`src/rtl/mem_responder_pkg.sv`:
```
// Shared processor definitions: memory-responder FSM encodings and bus widths
// used by both the control unit and the memory responder.
package mem_responder_pkg;

  localparam int ADDR_W = 4;
  localparam int DATA_W = 8;

  typedef enum logic [1:0] {
    IDLE = 2'd0,
    WAIT = 2'd1,
    ACK  = 2'd2
  } state_t;

endpackage

```
`src/rtl/mem_responder_mem_array.sv`:
```
// DEPTH x DATA_W word store: synchronous write, registered read port that holds
// its value between reads. Reset clears every word and the read register.
module mem_responder_mem_array
  import mem_responder_pkg::*;
#(
  parameter int DEPTH = 16
) (
  input  logic              clk,
  input  logic              srst,
  input  logic              we,
  input  logic              re,
  input  logic [ADDR_W-1:0] addr,
  input  logic [DATA_W-1:0] wdata,
  output logic [DATA_W-1:0] rdata
);

  logic [DATA_W-1:0] mem_reg [DEPTH];
  logic [DATA_W-1:0] rdata_reg;
  logic [DEPTH-1:0]  word_sel;

  generate
    for (genvar gi = 0; gi < DEPTH; gi++) begin : g_word_sel
      assign word_sel[gi] = we && (addr == ADDR_W'(gi));
    end
  endgenerate

  always_ff @(posedge clk) begin
    if (srst) begin
      for (int i = 0; i < DEPTH; i++) begin
        mem_reg[i] <= '0;
      end
    end else begin
      for (int i = 0; i < DEPTH; i++) begin
        if (word_sel[i]) begin
          mem_reg[i] <= wdata;
        end
      end
    end
  end

  // Addresses beyond DEPTH read back as zero rather than aliasing.
  always_ff @(posedge clk) begin
    if (srst) begin
      rdata_reg <= '0;
    end else if (re) begin
      rdata_reg <= (int'(addr) < DEPTH) ? mem_reg[addr] : '0;
    end
  end

  assign rdata = rdata_reg;

endmodule

```
`src/rtl/mem_responder.sv`:
```
// Four-phase memory responder: accepts a read or write request, waits
// WAIT_STATES+1 cycles, performs the access, then holds ack until release.
module mem_responder
  import mem_responder_pkg::*;
#(
  parameter int WAIT_STATES = 2,
  parameter int DEPTH       = 16
) (
  input  logic              clock,
  input  logic              reset,
  input  logic [ADDR_W-1:0] address,
  input  logic [DATA_W-1:0] dataIn,
  input  logic              rd,
  input  logic              we,
  output logic [DATA_W-1:0] dataOut,
  output logic              ack,
  output logic              busy,
  output logic              err,
  output logic [3:0]        ledDataOut
);

  localparam logic [3:0] WAIT_LAST = 4'(WAIT_STATES);

  state_t            state_reg;
  logic [3:0]        cnt_reg;
  logic              ack_reg;
  logic              busy_reg;
  logic              err_reg;
  logic [ADDR_W-1:0] addr_reg;
  logic [DATA_W-1:0] data_reg;
  logic              write_reg;

  logic access_next;
  logic mem_we_next;
  logic mem_re_next;

  // The access fires on the last WAIT cycle, coinciding with the move to ACK.
  assign access_next = (state_reg == WAIT) && (cnt_reg == WAIT_LAST);
  assign mem_we_next = access_next && write_reg;
  assign mem_re_next = access_next && !write_reg;

  always_ff @(posedge clock) begin
    if (reset) begin
      state_reg <= IDLE;
      cnt_reg   <= '0;
      ack_reg   <= 1'b0;
      busy_reg  <= 1'b0;
      err_reg   <= 1'b0;
      addr_reg  <= '0;
      data_reg  <= '0;
      write_reg <= 1'b0;
    end else begin
      err_reg <= 1'b0;
      case (state_reg)
        IDLE: begin
          if (rd || we) begin
            addr_reg  <= address;
            data_reg  <= dataIn;
            write_reg <= we;
            err_reg   <= rd && we;
            cnt_reg   <= '0;
            busy_reg  <= 1'b1;
            state_reg <= WAIT;
          end
        end
        WAIT: begin
          if (cnt_reg == WAIT_LAST) begin
            ack_reg   <= 1'b1;
            state_reg <= ACK;
          end else begin
            cnt_reg <= cnt_reg + 4'd1;
          end
        end
        ACK: begin
          // A request still held here is the old one; wait for the low phase.
          if (!rd && !we) begin
            ack_reg   <= 1'b0;
            busy_reg  <= 1'b0;
            state_reg <= IDLE;
          end
        end
        default: begin
          ack_reg   <= 1'b0;
          busy_reg  <= 1'b0;
          state_reg <= IDLE;
        end
      endcase
    end
  end

  mem_responder_mem_array #(
    .DEPTH(DEPTH)
  ) u_mem (
    .clk  (clock),
    .srst (reset),
    .we   (mem_we_next),
    .re   (mem_re_next),
    .addr (addr_reg),
    .wdata(data_reg),
    .rdata(dataOut)
  );

  assign ack        = ack_reg;
  assign busy       = busy_reg;
  assign err        = err_reg;
  assign ledDataOut = dataOut[3:0];

endmodule

```
`config.mk`:
```
export PLATFORM = sky130hd
export DESIGN_NAME = mem_responder
export DESIGN_NICKNAME = d
export VERILOG_FILES = /design/src/rtl/mem_responder_pkg.sv /design/src/rtl/mem_responder_mem_array.sv /design/src/rtl/mem_responder.sv
export SDC_FILE = /design/constraint.sdc
export NUM_CORES = 1
export LEC_CHECK = 0
export BUFFER_PORTS_ARGS = -buffer_cell sky130_fd_sc_hd__buf_2
export CORE_MARGIN = 2
export CORE_UTILIZATION = 45
export DETAILED_ROUTE_END_ITERATION = 10
export GPL_ROUTABILITY_DRIVEN = 0
export PLACE_DENSITY = 0.59
export SLEW_MARGIN = 20
export SYNTH_ARGS = -nofsm -noshare
export SYNTH_HDL_FRONTEND = slang
export SYNTH_HIERARCHICAL = 1
export SYNTH_SLANG_ARGS = --single-unit
```
`constraint.sdc`:
```
create_clock -name clock -period 4.1 [get_ports clock]
set_input_delay 0.82 -clock clock [delete_from_list [all_inputs] [get_ports clock]]
set_output_delay 0.82 -clock clock [all_outputs]
set_load 0.03 [all_outputs]
```
== After elaboration in Yosys (flattened, before gate mapping) ==
Memories as Yosys holds them, arrays and structs flattened. A register that Yosys moved wholly into a read port is not among the register bits.
Cells that the tools add are included.

* Memory bits (writable): 128
* Flip-flop bits (word level): 22
* Memories: 1
* Input port bits: 16
* Output and inout bits: 15

* Bitwise logic cells: 19
* Eq/ne operators: 22
* Reduce and logical (&&, ||, !) cells: 34
* Muxes and demuxes: 78
* Add/subtract/negate cells: 1

{| class="wikitable"
|+ Memories
! memory !! depth !! bits a word !! rd ports !! clocked after Yosys merged registers in !! write ports !! RTL line !! RTL
|-
| u_mem.mem_reg || 16 || 8 || 1 || 1 || 16 || mem_responder_mem_array.sv:17 || <nowiki>logic [DATA_W-1:0] mem_reg [DEPTH];</nowiki>
|}

{| class="wikitable"
|+ Operator list
! operator !! number
|-
| 8-bit 2-to-1 mux || 16
|-
| 1-bit 2-to-1 mux || 53
|-
| 4-bit equality test (second input constant) || 8
|-
| 1-bit logical AND || 21
|-
| 4-bit by 3-bit equality test with 1-bit output (second input constant) || 4
|-
| 1-bit OR || 16
|-
| 4-bit by 2-bit equality test with 1-bit output (second input constant) || 3
|-
| 3-bit AND reduction || 4
|-
| 4-bit 2-to-1 mux || 2
|-
| 4-bit one-hot mux with 2 select lines || 1
|-
| 2-bit 2-to-1 mux || 3
|-
| 2-bit != test (second input constant) || 3
|-
| 1-bit one-hot mux with 3 select lines || 2
|-
| 2-bit one-hot mux with 3 select lines || 1
|-
| 4-bit by 1-bit adder with 4-bit output (second input constant) || 1
|-
| 4-bit by 1-bit equality test with 1-bit output (second input constant) || 1
|-
| 4-bit logical NOT || 1
|-
| 1-bit logical NOT || 3
|-
| 1-bit NOT || 3
|-
| 3-bit OR reduction || 1
|-
| 2-bit by 1-bit equality test with 1-bit output (second input constant) || 1
|-
| 2-bit equality test (second input constant) || 1
|-
| 2-bit logical NOT || 1
|-
| 2-bit by 1-bit != test with 1-bit output (second input constant) || 1
|-
| 3 further kinds || 3
|}

== Longest topological paths before layout ==
* Depth after elaboration: 8
* Depth in mapped cells: 9
* Gate-level depth less buffers: 7

== Modules after synthesis ==
The synthesis kept the hierarchy.

{| class="wikitable"
|+ Modules (own cells, without submodules)
! module !! area an instance (µm²) !! sequential area each (µm²) !! cells an instance !! instances
|-
| mem_responder_mem_array || 5781.8 || 4003.8 || 399 || 1
|-
| mem_responder || 983.4 || 440.4 || 115 || 1
|}

== Worst setup path before layout ==
No wires, ideal clock.

* Path type: register to register
* From: register cnt_reg[0]
* To: memory u_mem.mem_reg[3][0], enable pin
* Required time: 3.766 ns
* Cell stages (with the launch flop): 8
* Data arrival time: 1.966 ns
* Path slack: 1.800 ns
* Buffers on the path: 0
* Setup time: 0.334 ns
* Cells stage by stage: dfxtp_1 inv_1 ha_1 nor3b_2 and3_1 nor3b_1 nand3_1 nand2b_1

{| class="wikitable"
|+ RTL lines
! item !! RTL line !! RTL
|-
| start, declared || mem_responder.sv:25 || <nowiki>logic [3:0] cnt_reg;</nowiki>
|-
| start signal, assigned || mem_responder.sv:71 || <nowiki>cnt_reg <= cnt_reg + 4'd1;</nowiki>
|-
| end, declared || mem_responder_mem_array.sv:17 ||
|}

==> run metrics <==
achievable frequency=~0.31 GHz; Skew-Pair Late Insertion Delay=about 420 ps; Tmin final=roughly 3200 ps; number of placement rows=44; via count=around 4100; critical path fanouts, max=9; Post-Route WL=around 15000 um; startpoint-to-endpoint class of the critical path=register to register; critical path startpoint category=register; first-pass detailed-route iteration total=5; met2 capacity usage during global routing=around a third; # Post-CTS Setup Buffers=0; number of antenna-violating nets in the routed design=0; post-layout util=51.6%; top post-synthesis cells by count=sky130_fd_sc_hd__edfxtp_1, sky130_fd_sc_hd__nor2_1, sky130_fd_sc_hd__mux2i_1, sky130_fd_sc_hd__dfxtp_1, sky130_fd_sc_hd__a21oi_1; post-cts sizing count=0; post-synthesis register bit count=around 160; Overall Global Routing Usage=between 20% and 30%; met3 Resource Use GR=between 4 and 5%; Netlist cell types=46; result of the run=complete, no violations; First DRT Iteration DRCs=417; Final Hold Vio Count=0; worst setup slack before clock tree synthesis=988 ps; most used standard cell by instance count after synthesis=sky130_fd_sc_hd__edfxtp_1; area growth from synthesis to layout=11.4%; first-pass GRT wire length=between 20000 and 25000 um; slew at the pin closest to its max-slew limit=between 900 and 1000 ps; leading cell types by total area after synthesis=sky130_fd_sc_hd__edfxtp_1, sky130_fd_sc_hd__dfxtp_1, sky130_fd_sc_hd__nor2_1, sky130_fd_sc_hd__mux4_2, sky130_fd_sc_hd__mux2i_1; Final Cycle Share=a little under 80%; Max-slew headroom=about a third; width of the chip=~130 um; IR drop worst, VDD=around 270 uV; setup repair after global routing missed its margin=no; number of instances on the worst hold path=2; count of H-tree levels built during CTS=4; Worst Reg2Reg Path Length in Cells=7; capturing element type of the critical path=register; class of the tightest hold or removal check=register to register; number of design rule violations left after detail routing=0; share of cells above drive strength 1=between 15 and 20%; ports placed on the boundary=31; Async SR Flop Fraction=0%; Via-to-Cell Ratio=~5.7; Static Leakage=2.63 nW; Setup-failing EPs final=0; Core ar.=14600 um2; worst flop-to-flop path startpoint=cnt_reg[0]; critical path arrival=approximately 3300 ps; final slew viol count=0; Fin Setup TNS=0 ps; post-layout net count=between 500 and 600; count of port buffers added during placement=30; chip height=between 100 and 150 um; via count of the first global-routing pass=~4000; launch instance of the worst min-delay path=data_reg[3]; detail-routed net length per standard cell=around 21 um; Clock Pin Slew Worst Setup and Hold Paths=approximately 60 ps; Inserted Diodes=0; pin count of the biggest net entering global routing=between 40 and 50; initial antenna violation count=0; total gr overflow=0; Post-Synthesis Mean Instance Area=between 10 and 15 um2; Die Area=~16000 um2; Cells after Synth=around 500; CTS max path bufs=2; worst-case setup margin in the final layout=around 900 ps; clock sink count=about 160; TritonCTS buffer count=17; layer carrying the most global-route usage=met2; clock tree root driver cell=sky130_fd_sc_hd__clkbuf_16; Max-Cap Viols=0; library cell with the largest summed area after synthesis=sky130_fd_sc_hd__edfxtp_1; number of flip-flops in the largest register=128; met1 Resource Use GR=28.0%; overall power after layout=approximately 3.7 mW; fill cell count=1236; power density of the placed cells=a little under 500 nW/um2; hold buffers post-CTS=0; worst clock skew=4.89 ps; most frequently used flop master after synthesis=sky130_fd_sc_hd__edfxtp_1; required time reported for the critical path endpoint=4180 ps; YS warnings=6; count of flip-flops with a built-in enable after synthesis=around 130; area share of the largest cell type after synthesis=a little under three fifths; TritonCTS clock tree=built; startpoint of the most critical setup path=cnt_reg[0]; Synthesized Nets=around 530; post-synthesis cell area=approximately 6800 um2; sequential-to-total area share from yosys stat=approximately 66%; starting density of the core=a little under half; hpwl dp=10400 um
-- layer usage --
metal / share of wire (%) / vias to the layer above / wire length (um)
met5: 0 / - / 0
met4: 2.0 / 0 / 308
met3: 5.6 / 24 / 862
met2: 48 / 125 / 7330
met1: 45 / 2047 / 6830
li1: - / 1905 / -
-- stage by stage --
step	cell area [um2]	cells	hold WS [ps]
2_1_floorplan	6770	514	454
3_3_place_gp	6930	691	465
3_5_place_dp	6930	691	470
4_1_cts	7530	723	478
5_1_grt	7530	723	512
6_report	7530	723	478
-- placed cells by master (no fill, tap or decap), types with 7 or more instances in the layout --
master	count
sky130_fd_sc_hd__nand3_1	16
sky130_fd_sc_hd__a21oi_1	22
sky130_fd_sc_hd__inv_1	11
sky130_fd_sc_hd__buf_2	30
sky130_fd_sc_hd__o21ai_0	13
sky130_fd_sc_hd__o22ai_1	15
sky130_fd_sc_hd__nand2b_1	20
sky130_fd_sc_hd__clkbuf_16	17
sky130_fd_sc_hd__nor2_1	101
sky130_fd_sc_hd__mux4_2	16
sky130_fd_sc_hd__nand2_1	12
sky130_fd_sc_hd__mux2i_1	32
sky130_fd_sc_hd__edfxtp_1	128
sky130_fd_sc_hd__a22oi_1	7
sky130_fd_sc_hd__a311oi_1	8
sky130_fd_sc_hd__dfxtp_1	29
-- layout make-up --
type                    instances  area (um2)  area share, %
clock buffers                  17         425           5.65
clock inverters                15         176           2.34
inverters                      11        41.3          0.548
multi-input cells             305        2040           27.1
flip-flops and latches        158        4450           59.0
well taps                     184         230           3.06
repair buffers                 33         173           2.29
-- cell families (layout without fill, tap and decap cells) --
| kind of cell | Yosys count | in the layout | share of synthesized area (%) |
|---|---|---|---|
| DFF | 158 | 158 | 65.7 |
| and+or+nand+nor | 176 | 176 | 12.2 |
| adders and majority gates | 2 | 2 | 0.370 |
| buffers and inverters | 51 | 76 | 4.16 |
| muxes | 49 | 49 | 10.2 |
| AOI/OAI and AO/OA | 78 | 78 | 7.34 |
-- power breakdown --
| group | switching [mW] | leakage, nW | internal [mW] |
|---|---|---|---|
| clock | 0.591 | 0.294 | 1.00 |
| sequential | 0.0470 | 1.56 | 1.81 |
| combinational | 0.160 | 0.774 | 0.0920 |
-- critical path: stages, from the launching register on --
cell and delay, ps:
sky130_fd_sc_hd__dfxtp_1 350, sky130_fd_sc_hd__inv_1 70, sky130_fd_sc_hd__ha_1 160, sky130_fd_sc_hd__nor3b_2 410
sky130_fd_sc_hd__and3_1 340, sky130_fd_sc_hd__nor3b_1 650, sky130_fd_sc_hd__nand3_1 420, sky130_fd_sc_hd__nand2b_1 430
-- path summary, 6_finish.rpt --
kind | end | slack [ps]
hold / removal | data_reg[3] | 480
setup / recovery | u_mem/mem_reg[3][2] | 920
hold reg to reg | data_reg[3] | 480
setup reg to reg | u_mem/mem_reg[3][2] | 920
Note: power is estimated with default switching activity, not from simulation.
